--- config.mk ---
export PLATFORM = sky130hd
export DESIGN_NAME = irq_encoder8_3
export DESIGN_NICKNAME = d
export VERILOG_FILES = /design/src/rtl/irq_enc_pkg.sv /design/src/rtl/irq_encoder8_3_prio.sv /design/src/rtl/irq_encoder8_3.sv
export SDC_FILE = /design/constraint.sdc
export NUM_CORES = 1
export LEC_CHECK = 0
export ABC_AREA = 0
export CAP_MARGIN = 10
export CORE_MARGIN = 3
export CORE_UTILIZATION = 52
export CTS_CLUSTER_DIAMETER = 100
export DETAILED_ROUTE_END_ITERATION = 16
export GPL_ROUTABILITY_DRIVEN = 0
export GPL_TIMING_DRIVEN = 0
export PLACE_DENSITY = 0.88
export SYNTH_ARGS = -nofsm -noshare
export SYNTH_HDL_FRONTEND = slang
export SYNTH_SLANG_ARGS = --single-unit
--- constraint.sdc ---
create_clock -name clk -period 4.62 [get_ports clk]
set_input_delay 0.924 -clock clk [delete_from_list [all_inputs] [get_ports clk]]
set_output_delay 0.924 -clock clk [all_outputs]
set_load 0.03 [all_outputs]
--- src/rtl/irq_enc_pkg.sv ---
// Shared types and constants for the eight-source interrupt encoder.
// Holds the controller state enum and the mask reset value.
package irq_enc_pkg;

  localparam int N_SRC = 8;
  localparam int VEC_W = 3;

  localparam logic [N_SRC-1:0] MASK_RST = 8'h00;

  typedef enum logic [1:0] {
    IDLE   = 2'd0,
    ASSERT = 2'd1,
    GAP    = 2'd2
  } state_e;

endpackage

--- src/rtl/irq_encoder8_3_prio.sv ---
// Combinational 8-to-3 priority encoder.
// Bit 7 has the highest priority.
module prio_enc8_3
  import irq_enc_pkg::*;
(
  input  logic [N_SRC-1:0] act,
  output logic [VEC_W-1:0] idx,
  output logic             any
);

  // Scan upward so the highest set bit is the last one written
  always_comb begin
    idx = '0;
    for (int i = 0; i < N_SRC; i++) begin
      if (act[i]) idx = VEC_W'(i);
    end
  end

  assign any = |act;

endmodule

--- src/rtl/irq_encoder8_3.sv ---
// Eight-source interrupt encoder: sync, edge capture, mask,
// priority select and an ack handshake toward the host.
module irq_encoder8_3
  import irq_enc_pkg::*;
#(
  parameter int SYNC_STAGES = 2
) (
  input  logic             clk,
  input  logic             reset,
  input  logic [N_SRC-1:0] req,
  input  logic             mask_we,
  input  logic [N_SRC-1:0] mask_din,
  input  logic             ack,
  output logic             irq,
  output logic [VEC_W-1:0] vec,
  output logic [N_SRC-1:0] pending,
  output logic [N_SRC-1:0] mask
);

  logic [N_SRC-1:0] evt;

  for (genvar g = 0; g < N_SRC; g++) begin : g_src
    logic [SYNC_STAGES-1:0] sync_q, sync_d;
    logic                   dly_q, dly_d;
    logic                   edge_q, edge_d;

    // Shift the request through the chain and flag a rising edge
    always_comb begin
      sync_d = {sync_q[SYNC_STAGES-2:0], req[g]};
      dly_d  = sync_q[SYNC_STAGES-1];
      edge_d = sync_q[SYNC_STAGES-1] & ~dly_q;
    end

    // Synchroniser, delay and edge flops
    always_ff @(posedge clk or posedge reset) begin
      if (reset) begin
        sync_q <= '0;
        dly_q  <= 1'b0;
        edge_q <= 1'b0;
      end else begin
        sync_q <= sync_d;
        dly_q  <= dly_d;
        edge_q <= edge_d;
      end
    end

    assign evt[g] = edge_q;
  end

  state_e           state_q, state_d;
  logic [VEC_W-1:0] vec_q, vec_d;
  logic [N_SRC-1:0] pend_q, pend_d;
  logic [N_SRC-1:0] mask_q, mask_d;
  logic [N_SRC-1:0] active;
  logic [N_SRC-1:0] clr;
  logic [VEC_W-1:0] top_idx;
  logic             top_any;

  assign active = pend_q & mask_q;

  prio_enc8_3 u_prio (
    .act (active),
    .idx (top_idx),
    .any (top_any)
  );

  // Next state, latched vector and the ack-driven clear
  always_comb begin
    state_d = state_q;
    vec_d   = vec_q;
    clr     = '0;
    irq     = 1'b0;
    unique case (state_q)
      IDLE: begin
        if (top_any) begin
          state_d = ASSERT;
          vec_d   = top_idx;
        end
      end
      ASSERT: begin
        irq = 1'b1;
        if (ack) begin
          clr[vec_q] = 1'b1;
          state_d    = GAP;
        end
      end
      GAP: begin
        state_d = IDLE;
      end
      default: begin
        state_d = IDLE;
      end
    endcase
  end

  // Pending bits: a new edge wins over a same-cycle clear
  always_comb begin
    pend_d = (pend_q & ~clr) | evt;
    mask_d = mask_we ? mask_din : mask_q;
  end

  // Controller, pending and mask registers
  always_ff @(posedge clk or posedge reset) begin
    if (reset) begin
      state_q <= IDLE;
      vec_q   <= '0;
      pend_q  <= '0;
      mask_q  <= MASK_RST;
    end else begin
      state_q <= state_d;
      vec_q   <= vec_d;
      pend_q  <= pend_d;
      mask_q  <= mask_d;
    end
  end

  assign vec     = vec_q;
  assign pending = pend_q;
  assign mask    = mask_q;

endmodule
## Word level (Yosys, flattened, before mapping)

Cells that the tools add are included.

| operators by class | value |
|---|---|
| mux-type cells | 15 |
| eq/ne operators | 3 |
| reduce and logical (&&, ||, !) cells | 5 |
| order comparisons | 2 |
| bitwise operators | 20 |

Operator list:

| operator | number |
|---|---|
| $and A8 B8 Y8 | 2 |
| $mux W8 | 2 |
| $mux W3 | 4 |
| $and A1 B1 Y1 | 8 |
| $mux W2 | 4 |
| $not A1 Y1 | 8 |
| $not A8 Y8 | 1 |
| $or A8 B8 Y8 | 1 |
| $reduce_or A8 Y1 | 1 |
| $lt A3 B4 Y1 const B | 1 |
| $ne A2 B2 Y1 const B | 2 |
| $pmux W2 S2 | 1 |
| $reduce_and A2 Y1 | 2 |
| $demux W1 S3 | 1 |
| $ge A3 B1 Y1 const B | 1 |
| $mux W1 | 3 |
| $eq A2 B1 Y1 const B | 1 |
| $logic_not A2 Y1 | 1 |
| $logic_and A1 B1 Y1 | 1 |

| word-level totals | value |
|---|---|
| output and inout bits | 20 |
| bits of input ports | 20 |
| flip-flop bits (word level) | 53 |
| logic and storage cells | 73 |

## Depth between registers and ports, before layout

| logic depth | value |
|---|---|
| word-level depth | 9 |
| mapped depth | 5 |
| gate-level depth less buffers | 4 |

## Hierarchy

A second synthesis with hierarchy kept.

| unflattened totals | value |
|---|---|
| cell total of the unflattened synthesis | 128 |
| area total of the unflattened synthesis | 1834.3 um2 |

By module, submodules not included:

| module | times used | area an instance (um2) | cells an instance | sequential area each (um2) |
|---|---|---|---|---|
| irq_encoder8_3 | 1 | 1767.9 | 116 | 1326.3 |
| prio_enc8_3 | 1 | 66.3 | 12 | 0.0 |

## Worst setup path after synthesis

OpenSTA, ideal clock, no wires.

| timing path | value |
|---|---|
| kind | register -> output |
| from | register state_q[1] |
| to | output irq |
| required time | 3.696 ns |
| stages on the path, launching flop included | 2 |
| slack | 2.855 ns |
| data arrival time | 0.841 ns |
| cells stage by stage | dfrtp_1 nor2b_1 |

| on the way | value |
|---|---|
| cells in the longest elaborated chain, start to end | 2 |

Ends and longest elaborated chain:

| element | line | RTL |
|---|---|---|
| start, declared | irq_encoder8_3.sv:50 | `state_e state_q, state_d;` |
| start signal, assigned | irq_encoder8_3.sv:110 | `state_q <= state_d;` |
| $eq A2 B1 Y1 | irq_encoder8_3.sv:73 | `unique case (state_q)` |
| $mux W1 | irq_encoder8_3.sv:73 |  |
| end, declared | irq_encoder8_3.sv:14 | `output logic irq,` |

Every way passes these cells.

## Worst setup path after layout

Ends and elaborated chain as after synthesis.

==> key figures <==
Status
  • Status: finished, final reports clean

Synthesis
  • Mapped Area: 1814 sq um
  • Warnings from Yosys: 0
  • Cell taking the most area after synthesis: dfrtp_1
  • Sequential-to-total area share from yosys stat: 73.10%
  • Syn avg cell area: 15.51 sq um
  • Yosys cell types: 27
  • Top-count cell post-synth: dfrtp_1
  • #FFs+latches synth: 53
  • Synth async-reset ratio: 100.0%
  • Ys flop type: dfrtp_1
  • Top cell type's share of synthesized area: 73.10%
  • Synth top area cells: dfrtp_1, mux2_2, nor2b_1
  • Syn Nets: 137
  • Cells after synthesis: 117
  • Post-synth EDFFs: 0
  • Post-synth top cells: dfrtp_1, nor2b_1, mux2_2, nand2_1, a21o_1

Worst hold path
  • Hold Crit Class: reg -> reg

Clocking
  • Cts bufs inserted: 5
  • Clock transition at the registers of the reported paths: 0.13 ns
  • Setup repair bufs after CTS: 0
  • CTS resizes: 0
  • CTS tree: yes
  • Clk_lat worst skew: 0.36 ns
  • H-tree level count: 2
  • CTS Sinks: 53
  • CTS Buffer Depth: 2
  • Hold buffer count at cts: 0
  • CTS root buffer: clkbuf_4

STA
  • Max-slew headroom: 65.39%
  • Final setup viols: 0
  • RSZ-0062 raised after global routing: false
  • Slew Limit Fails: 0
  • Hold slack: 0.3662 ns
  • Fin worst setup slack: 2.080 ns
  • Hold Vio Cnt, Final: 0
  • Worst Clk Skew: 0.005555 ns
  • Final min period: 2.540 ns
  • Setup TNS: 0 ns
  • Tcrit/Tclk final: 54.98%
  • Worst-Margin Slew: 0.5184 ns
  • Max Clock Freq: 393.7 MHz

Worst setup path
  • CP peak stage delay: 0.69 ns
  • CP Launch Type: flop
  • CP max stage cell: clkdlybuf4s50_1
  • CP cell instances: nor2b_1 -> clkdlybuf4s50_1
  • FF-to-FF End: vec[1]
  • R2R Setup Slk: 3.15 ns
  • Crit end category: output pin
  • WP data arrival: 1.62 ns
  • Critical path type: reg -> out
  • Worst EP required: 3.70 ns
  • Worst reg2reg startpoint: pending[4]
  • Crit. Startpoint: state_q[1]
  • Worst reg2reg path depth: 4
  • Critical Path Fanout Max: 3
  • CP endpoint: irq

Drt
  • Routed Antenna Nets: 0
  • DRC: 0
  • Vias/cell: 5.217
  • Starting DRT DRC Count: 54
  • Vias: 1080
  • Post-DR wirelength/cell: 15.06 microns
  • Post-detailed-routing wire length: 3.117 mm
  • Pre-antenna DRT Iters: 4

Floorplanning
  • Std cell rows: 20
  • Total die area: 4233 sq um
  • Die width: 65.07 microns
  • # IOs: 40
  • Core area: 3178 sq um
  • Initial Utilization: 57.09%
  • Die height: 65.07 microns

Place
  • Dpl ws: 2.310 ns
  • IO buf count: 38

Cells and area
  • # diodes: 0
  • Register area: 1326 sq um
  • Multi-input gate area: 461.7 sq um
  • Share of cells above drive strength 1: 17.18%
  • Filler cell count: 226
  • Area Growth Syn to Fin: 29.10%
  • Final #Nets: 183

Job
  • Maxcap violations: 0

Power and ir drop
  • Pwr/cell area: 509.3 nW/um^2
  • Sequential power share: 48.7%
  • Comb power frac: 31.2%
  • Switch Pwr: 0.3772 mW
  • Maximum vdd drop: 0.2942 mV
  • Clock power share: 20.1%
  • Sw Ratio: 31.62%
  • Leakage: 1.010 nW
  • Internal power: 0.8156 mW

Global routing
  • Vias in the first global route: 1147
  • First-pass GRT wire length: 5.354 mm
  • Largest net degree at the start of global routing: 30
  • Grt ovf: 0
  • Tot GR Track Use: 17.16%
  • Initial antenna violation count: 0
[cells in the final DEF, fill, tap and decap left out, types with 2 or more instances in the layout]
cell / instances
o21ai_0: 2
a22oi_1: 2
mux2_2: 8
nand4b_1: 2
a21o_2: 2
buf_2: 3
nand2_1: 8
clkdlybuf4s50_1: 38
nor2_1: 2
dfrtp_1: 53
clkbuf_4: 5
mux2_4: 2
nor2b_1: 9
nand3b_1: 2
a21o_1: 6
a32oi_1: 2
[registers in the layout, indices dropped and copies added (netlist names)]
register      count
g_src.sync_q     16
vec               3
state_q           2
pending           8
g_src.edge_q      8
g_src.dly_q       8
mask              8
[worst min path at each step]
stage | startpoint | to | slack, ns | cells past startpoint
2_1_floorplan | g_src[0].sync_q[0] | g_src[0].sync_q[1] | 0.33 | 0
3_3_place_gp | g_src[5].sync_q[0] | g_src[5].sync_q[1] | 0.33 | 0
3_5_place_dp | g_src[7].sync_q[0] | g_src[7].sync_q[1] | 0.34 | 0
4_1_cts | g_src[7].sync_q[0] | g_src[7].sync_q[1] | 0.37 | 0
5_1_grt | g_src[7].sync_q[0] | g_src[7].sync_q[1] | 0.37 | 0
6_report | g_src[7].sync_q[0] | g_src[7].sync_q[1] | 0.37 | 0
[critical path: cells and delay by family (launching register included)]
| kind | cells | cell delay [ns] |
|---|---|---|
| flip-flops | 1 | 0.42 |
| buffers and inverters | 1 | 0.69 |
| AND/OR/NAND/NOR | 1 | 0.16 |
[cell type report]
type                       instances  area share, %
sequential                        53          56.62
clock inverter                     2          1.496
timing repair buffer              39          17.09
buffer                             4         0.8013
tap                               44          2.350
multi-input combinational         58          19.71
clock buffer                       5          1.603
inverter                           2         0.3205
[routing by layer]
metal / track usage (%) / wire (microns) / vias up
li1: - / - / 493
met1: 18.70 / 1170 / 533
met2: 30.27 / 1614 / 45
met3: 6.239 / 239 / 9
met4: 6.736 / 92 / 0
met5: 0 / 0 / -
[power groups by stage]
stage | Combinational [mW] | Sequential [mW] | Clock [mW]
after CTS | 0.376 | 0.581 | 0.247
after floorplan | 0.162 | 0.654 | 0
after detailed placement | 0.375 | 0.590 | 0
final | 0.373 | 0.581 | 0.239
after global routing | 0.396 | 0.590 | 0.272
after global placement | 0.360 | 0.583 | 0
[kinds of logic after synthesis]
logic type	share of synthesized area (%)
compound gates	9.241
flops	73.10
mux	6.621
buf+inv	1.448
simple gates	9.586
[stage by stage]
step / cell area, sq um / total power, mW / instances / utilization, %
2_1_floorplan: 1814 / 0.8160 / 117 / -
3_3_place_gp: 2250 / 0.9431 / 199 / 70.79
3_5_place_dp: 2270 / 0.9650 / 200 / 71.42
4_1_cts: 2342 / 1.204 / 207 / 73.70
5_1_grt: 2342 / 1.258 / 207 / 73.70
6_report: 2342 / 1.193 / 207 / 73.70
Note: power is estimated with default switching activity, not from simulation.
